[config.mk]
export PLATFORM = sky130hd
export DESIGN_NAME = raw_unpacker
export DESIGN_NICKNAME = d
export VERILOG_FILES = /design/src/rtl/mipi_pkg.sv /design/src/rtl/raw10_aligner.sv /design/src/rtl/raw_unpacker.sv
export SDC_FILE = /design/constraint.sdc
export NUM_CORES = 1
export LEC_CHECK = 0
export ABC_AREA = 1
export CORE_ASPECT_RATIO = 1.75
export CORE_UTILIZATION = 30
export DETAILED_ROUTE_END_ITERATION = 8
export PLACE_DENSITY = 0.65
export SETUP_SLACK_MARGIN = 0.05
export SLEW_MARGIN = 20
export SYNTH_ARGS = -nofsm -noshare
export SYNTH_HDL_FRONTEND = slang
export SYNTH_SLANG_ARGS = --single-unit
[constraint.sdc]
create_clock -name clk -period 2.7 [get_ports clk]
set_input_delay 0.27 -clock clk [delete_from_list [all_inputs] [get_ports clk]]
set_output_delay 0.27 -clock clk [all_outputs]
set_load 0.02 [all_outputs]
[src/rtl/mipi_pkg.sv]
// mipi_pkg: CSI-2 raw data-type constants and format decode shared by the raw unpacker.
package mipi_pkg;
  localparam logic [5:0] DT_RAW8 = 6'h2A;
  localparam logic [5:0] DT_RAW10 = 6'h2B;
  typedef enum logic [1:0] {FMT_NONE, FMT_RAW8, FMT_RAW10} raw_format_t;
  function automatic raw_format_t dt_format(input logic [5:0] dt);
    return dt == DT_RAW8 ? FMT_RAW8 : dt == DT_RAW10 ? FMT_RAW10 : FMT_NONE;
  endfunction
endpackage

[src/rtl/raw10_aligner.sv]
// raw10_aligner: 8-byte accumulator that realigns RAW10 5-byte groups across 4-byte beats.
module raw10_aligner (
  input  logic        clk,
  input  logic        reset_n,
  input  logic        i_clear,
  input  logic        i_beat,
  input  logic [31:0] i_data,
  output logic        o_emit,
  output logic [39:0] o_group
);
  logic [63:0] r_acc, w_buf;
  logic [2:0] r_count, w_count;
  logic [3:0] w_total;
  // a clear in the same cycle as a beat empties the buffer before the beat lands
  assign w_count = i_clear ? 3'd0 : r_count;
  assign w_total = {1'b0, w_count} + 4'd4;
  assign w_buf = (i_clear ? 64'd0 : r_acc) | ({32'd0, i_data} << {w_count, 3'b000});
  assign o_emit = i_beat & (w_total >= 4'd5);
  assign o_group = w_buf[39:0];
  always_ff @(posedge clk or negedge reset_n)
    if (!reset_n) begin
      r_acc <= '0;
      r_count <= '0;
    end else if (o_emit) begin
      r_acc <= w_buf >> 40;
      r_count <= 3'(w_total - 4'd5);
    end else if (i_beat) begin
      r_acc <= w_buf;
      r_count <= w_total[2:0];
    end else if (i_clear) begin
      r_acc <= '0;
      r_count <= '0;
    end
endmodule

[src/rtl/raw_unpacker.sv]
// raw_unpacker: CSI-2 RAW8/RAW10 beats to 4 MSB-justified pixels with x/y coordinates.
// RAW10 support (raw10_aligner) is built only when RAW_UNPACKER_RAW10_EN is defined.
module raw_unpacker
  import mipi_pkg::*;
#(
  parameter int IN_BYTES = 4,
  parameter int PIXEL_WIDTH = 10,
  parameter int COORD_WIDTH = 16
) (
  input  logic                     clk,
  input  logic                     reset_n,
  input  logic [IN_BYTES*8-1:0]    image_data,
  input  logic [5:0]               image_data_type,
  input  logic                     image_data_enable,
  input  logic                     frame_start,
  input  logic                     line_start,
  output logic [4*PIXEL_WIDTH-1:0] pixels,
  output logic                     pixel_valid,
  output logic [COORD_WIDTH-1:0]   pixel_x,
  output logic [COORD_WIDTH-1:0]   pixel_y,
  output logic                     unsupported
);
  raw_format_t w_fmt;
  logic r_line_active, r_first_line;
  logic [COORD_WIDTH-1:0] r_x, w_x;
  logic w_beat, w_clear, w_raw8, w_raw10, w_bad, w_emit10, w_emit;
  logic [4*PIXEL_WIDTH-1:0] w_pix8, w_pix10;
  assign w_fmt = dt_format(image_data_type);
  // beats are ignored after reset until a line has started
  assign w_beat = image_data_enable & (r_line_active | line_start);
  assign w_clear = line_start | frame_start;
  assign w_raw8 = w_beat & (w_fmt == FMT_RAW8);
  assign w_bad = w_beat & ~w_raw8 & ~w_raw10;
  assign w_emit = w_raw8 | w_emit10;
  assign w_x = w_clear ? '0 : r_x;
  for (genvar n = 0; n < 4; n++) begin : g_pix8
    assign w_pix8[n*PIXEL_WIDTH +: PIXEL_WIDTH] = PIXEL_WIDTH'(image_data[n*8 +: 8]) << (PIXEL_WIDTH - 8);
  end
`ifdef RAW_UNPACKER_RAW10_EN
  logic [39:0] w_group;
  assign w_raw10 = w_beat & (w_fmt == FMT_RAW10);
  raw10_aligner u_aligner (
    .clk     (clk),
    .reset_n (reset_n),
    .i_clear (w_clear),
    .i_beat  (w_raw10),
    .i_data  (image_data[31:0]),
    .o_emit  (w_emit10),
    .o_group (w_group)
  );
  for (genvar n = 0; n < 4; n++) begin : g_pix10
    assign w_pix10[n*PIXEL_WIDTH +: PIXEL_WIDTH] =
      PIXEL_WIDTH'({w_group[n*8 +: 8], w_group[32+2*n +: 2]}) << (PIXEL_WIDTH - 10);
  end
`else
  assign w_raw10 = 1'b0;
  assign w_emit10 = 1'b0;
  assign w_pix10 = '0;
`endif
  always_ff @(posedge clk or negedge reset_n)
    if (!reset_n) begin
      pixels <= '0;
      pixel_valid <= 1'b0;
      pixel_x <= '0;
      pixel_y <= '0;
      unsupported <= 1'b0;
      r_x <= '0;
      r_line_active <= 1'b0;
      r_first_line <= 1'b1;
    end else begin
      pixel_valid <= w_emit;
      if (w_emit) begin
        pixels <= w_raw8 ? w_pix8 : w_pix10;
        pixel_x <= w_x;
        r_x <= w_x + COORD_WIDTH'(4);
      end else if (w_clear) begin
        pixel_x <= '0;
        r_x <= '0;
      end
      if (line_start) begin
        pixel_y <= (r_first_line | frame_start) ? '0 : pixel_y + COORD_WIDTH'(1);
        r_line_active <= 1'b1;
      end
      r_first_line <= line_start ? 1'b0 : (frame_start | r_first_line);
      unsupported <= w_bad | (unsupported & ~frame_start);
    end
endmodule
Yosys cells after proc, flatten, opt, wreduce, memory -nomap -nowiden
Index checks and enable logic that the tools add are counted.

Output and inout bits: 74. Memory bits (read-only): 0. Logic and storage cells: 32. Bits of input ports: 43. Bits in registers: 84. Bits in writable memories: 0. Memories kept: 0. Bits in latches: 0.

Reduce and logical (&&, ||, !) cells: 1. $mul: 0. Equal/unequal tests: 3. Multiplexer cells: 8. Shift operators: 0. Order comparisons: 0. Bitwise operators: 10. Div/mod/pow operators: 0. Add/sub/neg operators: 2.

Operators by type and width (number): 2-to-1 mux 16 bit (5); adder 16 x 1 -> 16 bit, second input constant (1); adder 16 x 3 -> 16 bit, second input constant (1); equality test 6 bit, second input constant (2); bitwise AND 1 bit (4); 2-to-1 mux 2 bit (2); bitwise OR 1 bit (4); equality test 2 x 1 -> 1 bit, second input constant (1); NOT 1 bit (2); nonzero test 2 bit (1); 2-to-1 mux 1 bit (1).

Logic depth before layout (Yosys ltp)
Gate-level depths: netlist of run 1.

Depth in word-level cells: 8. Mapped depth: 15. Depth with buffers taken out: 13.

Worst setup path before layout of run 1
OpenSTA, ideal clock, no wires.

Kind: in2reg. From: input frame_start. To: register r_x[14]. Cell stages on the path: 15. Path buffers: 2. Arrival: 1.655 ns. Path slack: 0.929 ns. Data required time: 2.584 ns. Setup time: 0.116 ns. Cell sequence: nor2_4 > buf_4 > buf_2 > nand2_1 > inv_1 > ha_1 > nand2_1 > inv_1 > nand2_1 > nor2_1 > nand2_1 > nor2_1 > nand2_1 > nand2_1 > nand2_1.

Cells in the longest elaborated chain, start to end: 4.

Ends and longest elaborated chain: start: declaration (RTL line raw_unpacker.sv:15) `input logic frame_start,`; bitwise OR 1 bit * (RTL line raw_unpacker.sv:31) `assign w_clear = line_start | frame_start;`; 2-to-1 mux 16 bit *; adder 16 x 3 -> 16 bit (RTL line raw_unpacker.sv:75) `r_x <= w_x + COORD_WIDTH'(4);`; 2-to-1 mux 16 bit * (RTL line raw_unpacker.sv:72) `if (w_emit) begin`; end signal: assignment (RTL line raw_unpacker.sv:75); end: declaration (RTL line raw_unpacker.sv:25) `logic [COORD_WIDTH-1:0] r_x, w_x;`.

Every way passes the cells marked *; elsewhere a longest branch is shown, timed or not. A chain may end at the register's enable or synchronous reset.

Worst setup path in the final report of run 1
From: input line_start. To: register r_x[14].

Cells in the longest elaborated chain, start to end: 4. Elaborated cells on any way between the ends: 7. Those cells by class: add/sub (1); mux (2); bitwise (4).

Ends and longest elaborated chain: start: declaration (RTL line raw_unpacker.sv:16) `input logic line_start,`; bitwise OR 1 bit (on tied branches) (RTL line raw_unpacker.sv:31, raw_unpacker.sv:30); 2-to-1 mux 16 bit / bitwise AND 1 bit (equally long branches); adder 16 x 3 -> 16 bit / bitwise AND 1 bit (equally long branches) (RTL line raw_unpacker.sv:75, raw_unpacker.sv:32); 2-to-1 mux 16 bit * (RTL line raw_unpacker.sv:72).

Marked as above.

==> results of run 1 <==
==> worst max-delay path, stage by stage <==
cell             delay [ps]
clkdlybuf4s50_1         520
nor2_4                  190
inv_1                    80
nor2_1                  130
ha_1                    190
nand2_1                  60
inv_1                    70
nand2_1                  50
nor2_1                  200
nand2_1                  90
nor2_1                  180
nand2_1                  80
nand2_1                  70
nand2_1                  50
==> stage by stage <==
step / area, um^2 / total power, mW
after floorplan: 3810 / 1.57
after global placement: 5010 / 1.81
after detailed placement: 5010 / 1.82
after CTS: 5300 / 3.05
after global routing: 5300 / 3.13
final: 5300 / 3.00
==> cell usage in the layout (no fill, tap or decap), drive strengths merged <==
cell type	n
bufinv	1
nor3	3
nand2	166
clkinv	2
xor2	7
clkbuf	12
nand4	7
a31o	1
clkinvlp	1
ha	3
o21a	1
nor4	1
dfstp	1
clkdlybuf4s50	107
buf	8
dfrtp	83
o21bai	1
o21ai	19
nand3	34
conb	8
nor3b	1
nand3b	1
nor2	42
a21oi	9
inv	45
==> flip-flops by register name (all words and copies together), names as in the netlist <==
signal and count:
pixels 32, unsupported 1, pixel_x 16, r_line_active 1, pixel_valid 1, pixel_y 16, r_first_line 1, r_x 16
==> layout make-up <==
| cell class | count | area, um^2 |
|---|---|---|
| Inverter | 45 | 169 |
| Sequential cell | 84 | 2100 |
| Tap cell | 165 | 206 |
| Clock buffer | 12 | 236 |
| Fill cell | 1220 | 6840 |
| Timing Repair Buffer | 115 | 1130 |
| Clock inverter | 4 | 51.3 |
| Multi-Input combinational cell | 304 | 1400 |
==> cell families (layout without fill, tap and decap cells) <==
| group | count (synthesis) | after routing | synth area share (%) |
|---|---|---|---|
| AO/OA/AOI/OAI | 31 | 31 | 4.33 |
| XOR/XNOR | 7 | 7 | 1.62 |
| adder cells (fa/ha/maj) | 3 | 3 | 0.992 |
| buffers and inverters | 67 | 176 | 8.17 |
| flip-flops | 84 | 84 | 55.6 |
| other | 1 | 8 | 0.0991 |
| AND/OR/NAND/NOR | 255 | 255 | 29.2 |
==> final timing paths <==
| kind | from | to | slack (ps) | cells past startpoint |
|---|---|---|---|---|
| max | line_start | r_x[14] | 690 | 14 |
| max in group asynchronous | reset_n | r_first_line | 2110 | 2 |
| min | reset_n | pixel_y[9] | -20 | 1 |
| min in group clk | image_data[2] | pixels[4] | 460 | 3 |
| min reg2reg | r_line_active | r_line_active | 470 | 2 |
| max reg2reg | r_x[2] | r_x[14] | 1030 | 12 |
==> metal layers <==
| metal | vias to the layer above | routed length (um) | share of wire [%] |
|---|---|---|---|
| met4 | 0 | 159 | 1.8 |
| met1 | 1528 | 3440 | 38 |
| li1 | 1601 | - | - |
| met5 | - | 0 | 0 |
| met3 | 12 | 421 | 4.7 |
| met2 | 91 | 4940 | 55 |
==> report_power, final <==
part / total (mW) / internal, mW / switching [mW]
Sequential: 1.37 / 1.33 / 0.0394
Clock: 1.21 / 0.718 / 0.491
Combinational: 0.423 / 0.203 / 0.220
==> run summary, run 1 <==
top post-synthesis cells by area - dfrtp_1 (55%), nand2_1 (16%), nand3_1 (4.4%)
CTS Buf Count - 9
Layout area overhead - 40.0%
final global-route overflow total - 0
Hold Worst Slack - -20.6 ps
Crit Path Class - in2reg
f_max - 499 MHz
vias in the first global route - 3238
DP Wirelength - 6.61 mm
WP data arrival - 2230 ps
Setup WS post-layout - 695 ps
clk_lat worst skew - 340 ps
Slew HR - 48.9%
met3 Use GR - 3.67%
busiest layer in global routing - met2
syn avg cell area - 8.45 um^2
initial DRC count - 135
H-Tree Depth - 3
critical path startpoint category - primary input
drt pass-1 iters - 5
routed via count - 3232
Synth Flop Type - dfrtp_1
synth cell count leaders - nand2_1 (165), dfrtp_1 (83), inv_1 (42), nand3_1 (33), nor2_1 (32)
RSZ-0062 raised after global routing - no
Clk Tree Root Cell - clkbuf_16
Ys Warns - 0
number of gates resized after cts - 0
met2 usage - 26.9%
initial antenna violation count - 0
port buffer count - 108
Core Util, Final - 43.7%
Lkg Pwr - 2.57 nW
placed cells - 713
Fin Setup TNS - 0 ps
Post-synth EDFFs - 0
die area - 13100 um^2
DR DRC count - 0
number of routed nets with antenna violations - 0
Seq/Total Area, Yosys - 55.6%
routed len/inst - 12.3 um
Placer Congestion - 0.837
DP Worst Slack - 382 ps
Worst-path clk slew - 60 ps
PwrDens - 566 nW/um^2
Yosys reg bits - 84
Worst Hold Class - in2async
CTS tree - built
final setup skew - 6.61 ps
Tot GR Track Use - 14.9%
post-CTS setup buffer count - 0
Post-Syn Area - 3780 um^2
layout cell share with drive strength beyond 1 - 6.74%
top cell type's share of synthesized area - 54.9%
fin. max-slew vios - 0
Final Non-Filler Cells - 729
largest net degree at the start of global routing - 85
Nets - 605
final hold violation count - 23
die span in x - 86.9 um
Max Cap Viol - 0
Slew @ Worst Pin - 766 ps
Via-to-Cell Ratio - 4.43
highest net fanout along the worst path - 5
Post-CTS Hold Fix Bufs - 0
I/O pins - 117
global-route wire length before repair - 15.1 mm
Final period util - 74.3%
core area - 12100 um^2
count leader, synth - nand2_1
ys async rst share - 100%
Starting Density - 31.2%
antenna diode count - 0
Die Ht - 151 um
grt met1 use - 16.5%
post-synthesis cell type with the largest combined area - dfrtp_1
CTS Sinks - 84
final wirelength - 8.96 mm
status - finished, violations left
fin crit period - 2010 ps
setup violators final - 0
Worst EP required - 2920 ps
Netlist cell types - 29
Gate Count Post-Synth - 448
violated checks - hold timing
# rows - 53
crit end category - flop
maximum buffer depth of the clock tree - 2
Peak VDD IR - 278 uV
Note: power is estimated with default switching activity, not from simulation.
==> inputs of run 2 (changes only) <==
==> constraint.sdc (replaced) <==
create_clock -name clk -period 2 [get_ports clk]
set_input_delay 0.2 -clock clk [delete_from_list [all_inputs] [get_ports clk]]
set_output_delay 0.2 -clock clk [all_outputs]
set_load 0.02 [all_outputs]
==> run 2 against run 1 <==
  * The run now ends clean
  * Sequential share of layout area down 1.1 points
  * Die area stayed put
  * Sequential cell count unchanged
  * Sequential power is 34% higher
  * Critical path type unchanged
==> run summary, run 2 (synthesis results as in run 1) <==
Via-to-Cell Ratio - 4.44
Starting Density - 31.2%
fin crit period - 1750 ps
initial antenna violation count - 0
die area - 13100 um^2
largest net degree at the start of global routing - 50
global-route wire length before repair - 15.6 mm
DP Worst Slack - -111 ps
routed len/inst - 12.3 um
DP Wirelength - 6.72 mm
antenna diode count - 0
Crit Path Class - in2reg
Worst-path clk slew - 60 ps
layout cell share with drive strength beyond 1 - 8.71%
maximum buffer depth of the clock tree - 2
core area - 12100 um^2
clk_lat worst skew - 330 ps
Max Cap Viol - 0
placed cells - 722
routed via count - 3281
RSZ-0062 raised after global routing - no
vias in the first global route - 3410
Most common cell on crit path - nand2_1
initial DRC count - 111
Tot GR Track Use - 15.3%
Final period util - 87.7%
Final Non-Filler Cells - 739
Die Ht - 151 um
H-Tree Depth - 3
Hold Worst Slack - 362 ps
drt pass-1 iters - 4
Placer Congestion - 0.808
FILL cells - 1189
I/O pins - 117
DR DRC count - 0
port buffer count - 108
Worst EP required - 2220 ps
WP data arrival - 1970 ps
critical-path cell list - clkdlybuf4s50_1 > nor2_4 > inv_1 > nor2_1 > ha_1 > nand2_1 > inv_1 > nand2_1 > nor2_2 > nand2_1 > nor2_1 > nand2_1 > nand2_1 > nand2_1
final wirelength - 9.06 mm
final global-route overflow total - 0
CTS Buf Count - 9
leading cell type in the layout, fill and taps excluded - nand2_1
most frequent cells in the layout - nand2_1 (165), clkdlybuf4s50_1 (107), dfrtp_1 (83), inv_1 (42), nand3_1 (33)
Peak VDD IR - 420 uV
final setup skew - 5.56 ps
# rows - 53
Lkg Pwr - 2.64 nW
register area - 2100 um^2
die span in x - 86.9 um
fin. max-slew vios - 0
f_max - 570 MHz
setup violators final - 0
Post-DP Area - 5100 um^2
Biggest register - pixels
slowest CP cell - clkdlybuf4s50_1
highest net fanout along the worst path - 4
critical path startpoint category - primary input
CTS tree - built
status - completed
Fin Setup TNS - 0 ps
crit end category - flop
Setup WS post-layout - 246 ps
Worst Hold Class - in2async
final hold violation count - 0
Final Instance Area - 5450 um^2
Nets - 615
Multi-input gate area - 1400 um^2
CP max stage delay - 470 ps
Clk Tree Root Cell - clkbuf_16
PwrDens - 782 nW/um^2
Layout area overhead - 44.0%
number of routed nets with antenna violations - 0
CTS Sinks - 84
max reg flops - 32
[run 2: layout make-up]
class	instances	share of cell area, %
clock buffer	13	4.96
clock inverter	3	1.24
inverter	45	3.10
multi-input combinational	304	25.7
sequential	84	38.6
tap	165	3.79
timing repair buffer	125	22.6
[run 2: critical path, delay by kind of cell]
family	cells	cell delay [ps]
adder cells (fa/ha/maj)	1	190
buffers and inverters	3	610
AND/OR/NAND/NOR	10	960
[run 2: metrics by stage]
step / total power [mW] / util [%]
finish: 4.26 / 44.9
global route: 4.45 / 44.9
CTS: 4.33 / 44.9
detailed placement: 2.46 / 42.0
global placement: 2.45 / 42.0
floorplan: 2.12 / -
[run 2: worst paths after layout]
path / from / to / slack [ps] / cells past startpoint
worst max-delay path: frame_start / r_x[14] / 250 / 14
worst min-delay path: reset_n / pixel_y[9] / 360 / 2
worst max register to register: pixel_y[3] / pixel_y[11] / 430 / 7
worst min register to register: r_line_active / r_line_active / 470 / 2
max in group asynchronous: reset_n / r_x[2] / 960 / 3
min in group clk: image_data[18] / pixels[24] / 400 / 3
[run 2: layer usage]
| metal | GRT usage (%) | share of wire [%] |
|---|---|---|
| met1 | 16.1 | 38 |
| met4 | 6.08 | 2.0 |
| met5 | 0 | 0 |
| met2 | 28.6 | 55 |
| met3 | 3.73 | 5.0 |
[run 2: what timing repair did]
item / CTS / global route
endpoints found under the setup margin: 0 / 1
setup buffers: 0 / 0
resized for setup: 0 / 1
hold endpoints to repair: 34 / 0
hold buffers: 1 / 0
[run 2: power by group]
group | total [mW] | switching (mW) | internal (mW) | leakage (nW)
logic | 0.582 | 0.300 | 0.282 | 1.34
registers | 1.84 | 0.0515 | 1.79 | 1.14
clock network | 1.84 | 0.641 | 1.20 | 0.162
total | 4.26 | 0.993 | 3.27 | 2.64
==> inputs of run 3 (changes only) <==
--- a/config.mk
+++ b/config.mk
@@ -8,6 +8,7 @@
 export ABC_AREA = 1
 export CORE_ASPECT_RATIO = 1.75
 export CORE_UTILIZATION = 30
+export CTS_BUF_LIST = sky130_fd_sc_hd__clkbuf_4 sky130_fd_sc_hd__clkbuf_8 sky130_fd_sc_hd__clkbuf_16
 export DETAILED_ROUTE_END_ITERATION = 8
 export PLACE_DENSITY = 0.65
 export SETUP_SLACK_MARGIN = 0.05
==> run 3 against run 2 <==
  * Clock power is essentially flat
  * Global-route usage unchanged
  * Final cell count unchanged
  * Worst hold slack unchanged
  * Clock skew stayed put
  * Critical path type unchanged
  * Highest routed layer unchanged
==> run summary, run 3 (synthesis results as in run 1) <==
port buffer count - 108
final wirelength - 9.06 mm
status - completed
Peak VDD IR - 420 uV
highest net fanout along the worst path - 4
critical path startpoint category - primary input
clk_lat worst skew - 330 ps
Final Non-Filler Cells - 739
setup violators final - 0
Max Cap Viol - 0
Worst-path clk slew - 60 ps
global-route wire length before repair - 15.6 mm
crit end category - flop
Worst Hold Class - in2async
die span in x - 86.9 um
H-Tree Depth - 3
layout cell share with drive strength beyond 1 - 8.89%
Core Util, Final - 44.9%
leading cell type in the layout, fill and taps excluded - nand2_1
Post-DP Area - 5100 um^2
Final period util - 87.7%
# rows - 53
Crit Path Class - in2reg
most frequent cells in the layout - nand2_1 (165), clkdlybuf4s50_1 (107), dfrtp_1 (83), inv_1 (42), nand3_1 (33)
Worst EP required - 2220 ps
final hold violation count - 0
worst r2r src - pixel_y[3]
CTS Sinks - 84
CTS Buf Count - 9
initial antenna violation count - 0
final global-route overflow total - 0
vias in the first global route - 3410
antenna diode count - 0
maximum buffer depth of the clock tree - 2
Die Ht - 151 um
DR DRC count - 0
P_int - 3.28 mW
Lkg Pwr - 2.65 nW
final setup skew - 5.56 ps
fin. max-slew vios - 0
routed len/inst - 12.3 um
PnR Total Power - 4.28 mW
I/O pins - 117
routed via count - 3281
Tot GR Track Use - 15.3%
DP Wirelength - 6.72 mm
core area - 12100 um^2
WP data arrival - 1970 ps
Clk pwr share - 43.3%
Final Instance Area - 5450 um^2
PwrDens - 784 nW/um^2
Net Sw Frac - 23.2%
Biggest register - pixels
Starting Density - 31.2%
Clk Tree Root Cell - clkbuf_16
placed cells - 722
Placer Congestion - 0.808
Via-to-Cell Ratio - 4.44
Gate power share - 13.6%
die area - 13100 um^2
CTS tree - built
fin crit period - 1750 ps
net switching power - 993 uW
Nets - 615
sequential power share - 43.1%
f_max - 570 MHz
drt pass-1 iters - 4
RSZ-0062 raised after global routing - no
initial DRC count - 111
largest net degree at the start of global routing - 50
number of routed nets with antenna violations - 0
Worst Setup SP - frame_start
Layout area overhead - 44.1%
max reg flops - 32
-- run 3: stage by stage --
stage               setup TNS [ps]  hold WS (ps)  worst slack, ps
floorplan                        0         -95.6              299
global placement              -101           191            -85.9
detailed placement            -349           203             -111
CTS                              0           383              213
global route                     0           407             65.6
finish                           0           362              246
-- run 3: worst paths after layout --
kind,endpoint,slack (ps),depth (start not counted)
max,r_x[14],250,14
min,pixel_y[9],360,2
max reg2reg,pixel_y[11],430,7
min reg2reg,r_line_active,470,2
max in group asynchronous,r_x[2],960,3
min in group clk,pixels[24],400,3
-- run 3: routing by layer --
metal / track usage, % / wire (um) / part of all wire, % / vias up
met5: 0 / 0 / 0 / -
met4: 6.08 / 184 / 2.0 / 0
met3: 3.73 / 449 / 5.0 / 15
met2: 28.6 / 4950 / 55 / 96
met1: 16.1 / 3470 / 38 / 1546
li1: - / - / - / 1624
-- run 3: repair_timing --
action | in CTS | in global routing
resized for setup | 0 | 1
hold endpoints to repair | 34 | 0
buffers inserted | 0 | 0
endpoints found under the setup margin | 0 | 1
hold buffers | 1 | 0
-- run 3: critical path: stages --
cell	delay [ps]
clkdlybuf4s50_1	470
nor2_4	180
inv_1	70
nor2_1	140
ha_1	190
nand2_1	50
inv_1	70
nand2_1	70
nor2_2	140
nand2_1	70
nor2_1	140
nand2_1	70
nand2_1	60
nand2_1	40
-- run 3: power by group through the flow --
stage | Combinational (mW) | Sequential, mW | Clock, mW
detailed placement | 0.590 | 1.87 | 0
global route | 0.633 | 1.85 | 1.98
finish | 0.582 | 1.84 | 1.85
CTS | 0.593 | 1.84 | 1.91
floorplan | 0.143 | 1.98 | 0
global placement | 0.581 | 1.87 | 0
-- run 3: layout make-up --
class	instances	area, um^2
sequential	84	2100
clock buffer	13	274
timing repair buffer	125	1230
fill	1188	6680
inverter	45	169
multi-input combinational	304	1400
clock inverter	3	67.6
tap	165	206
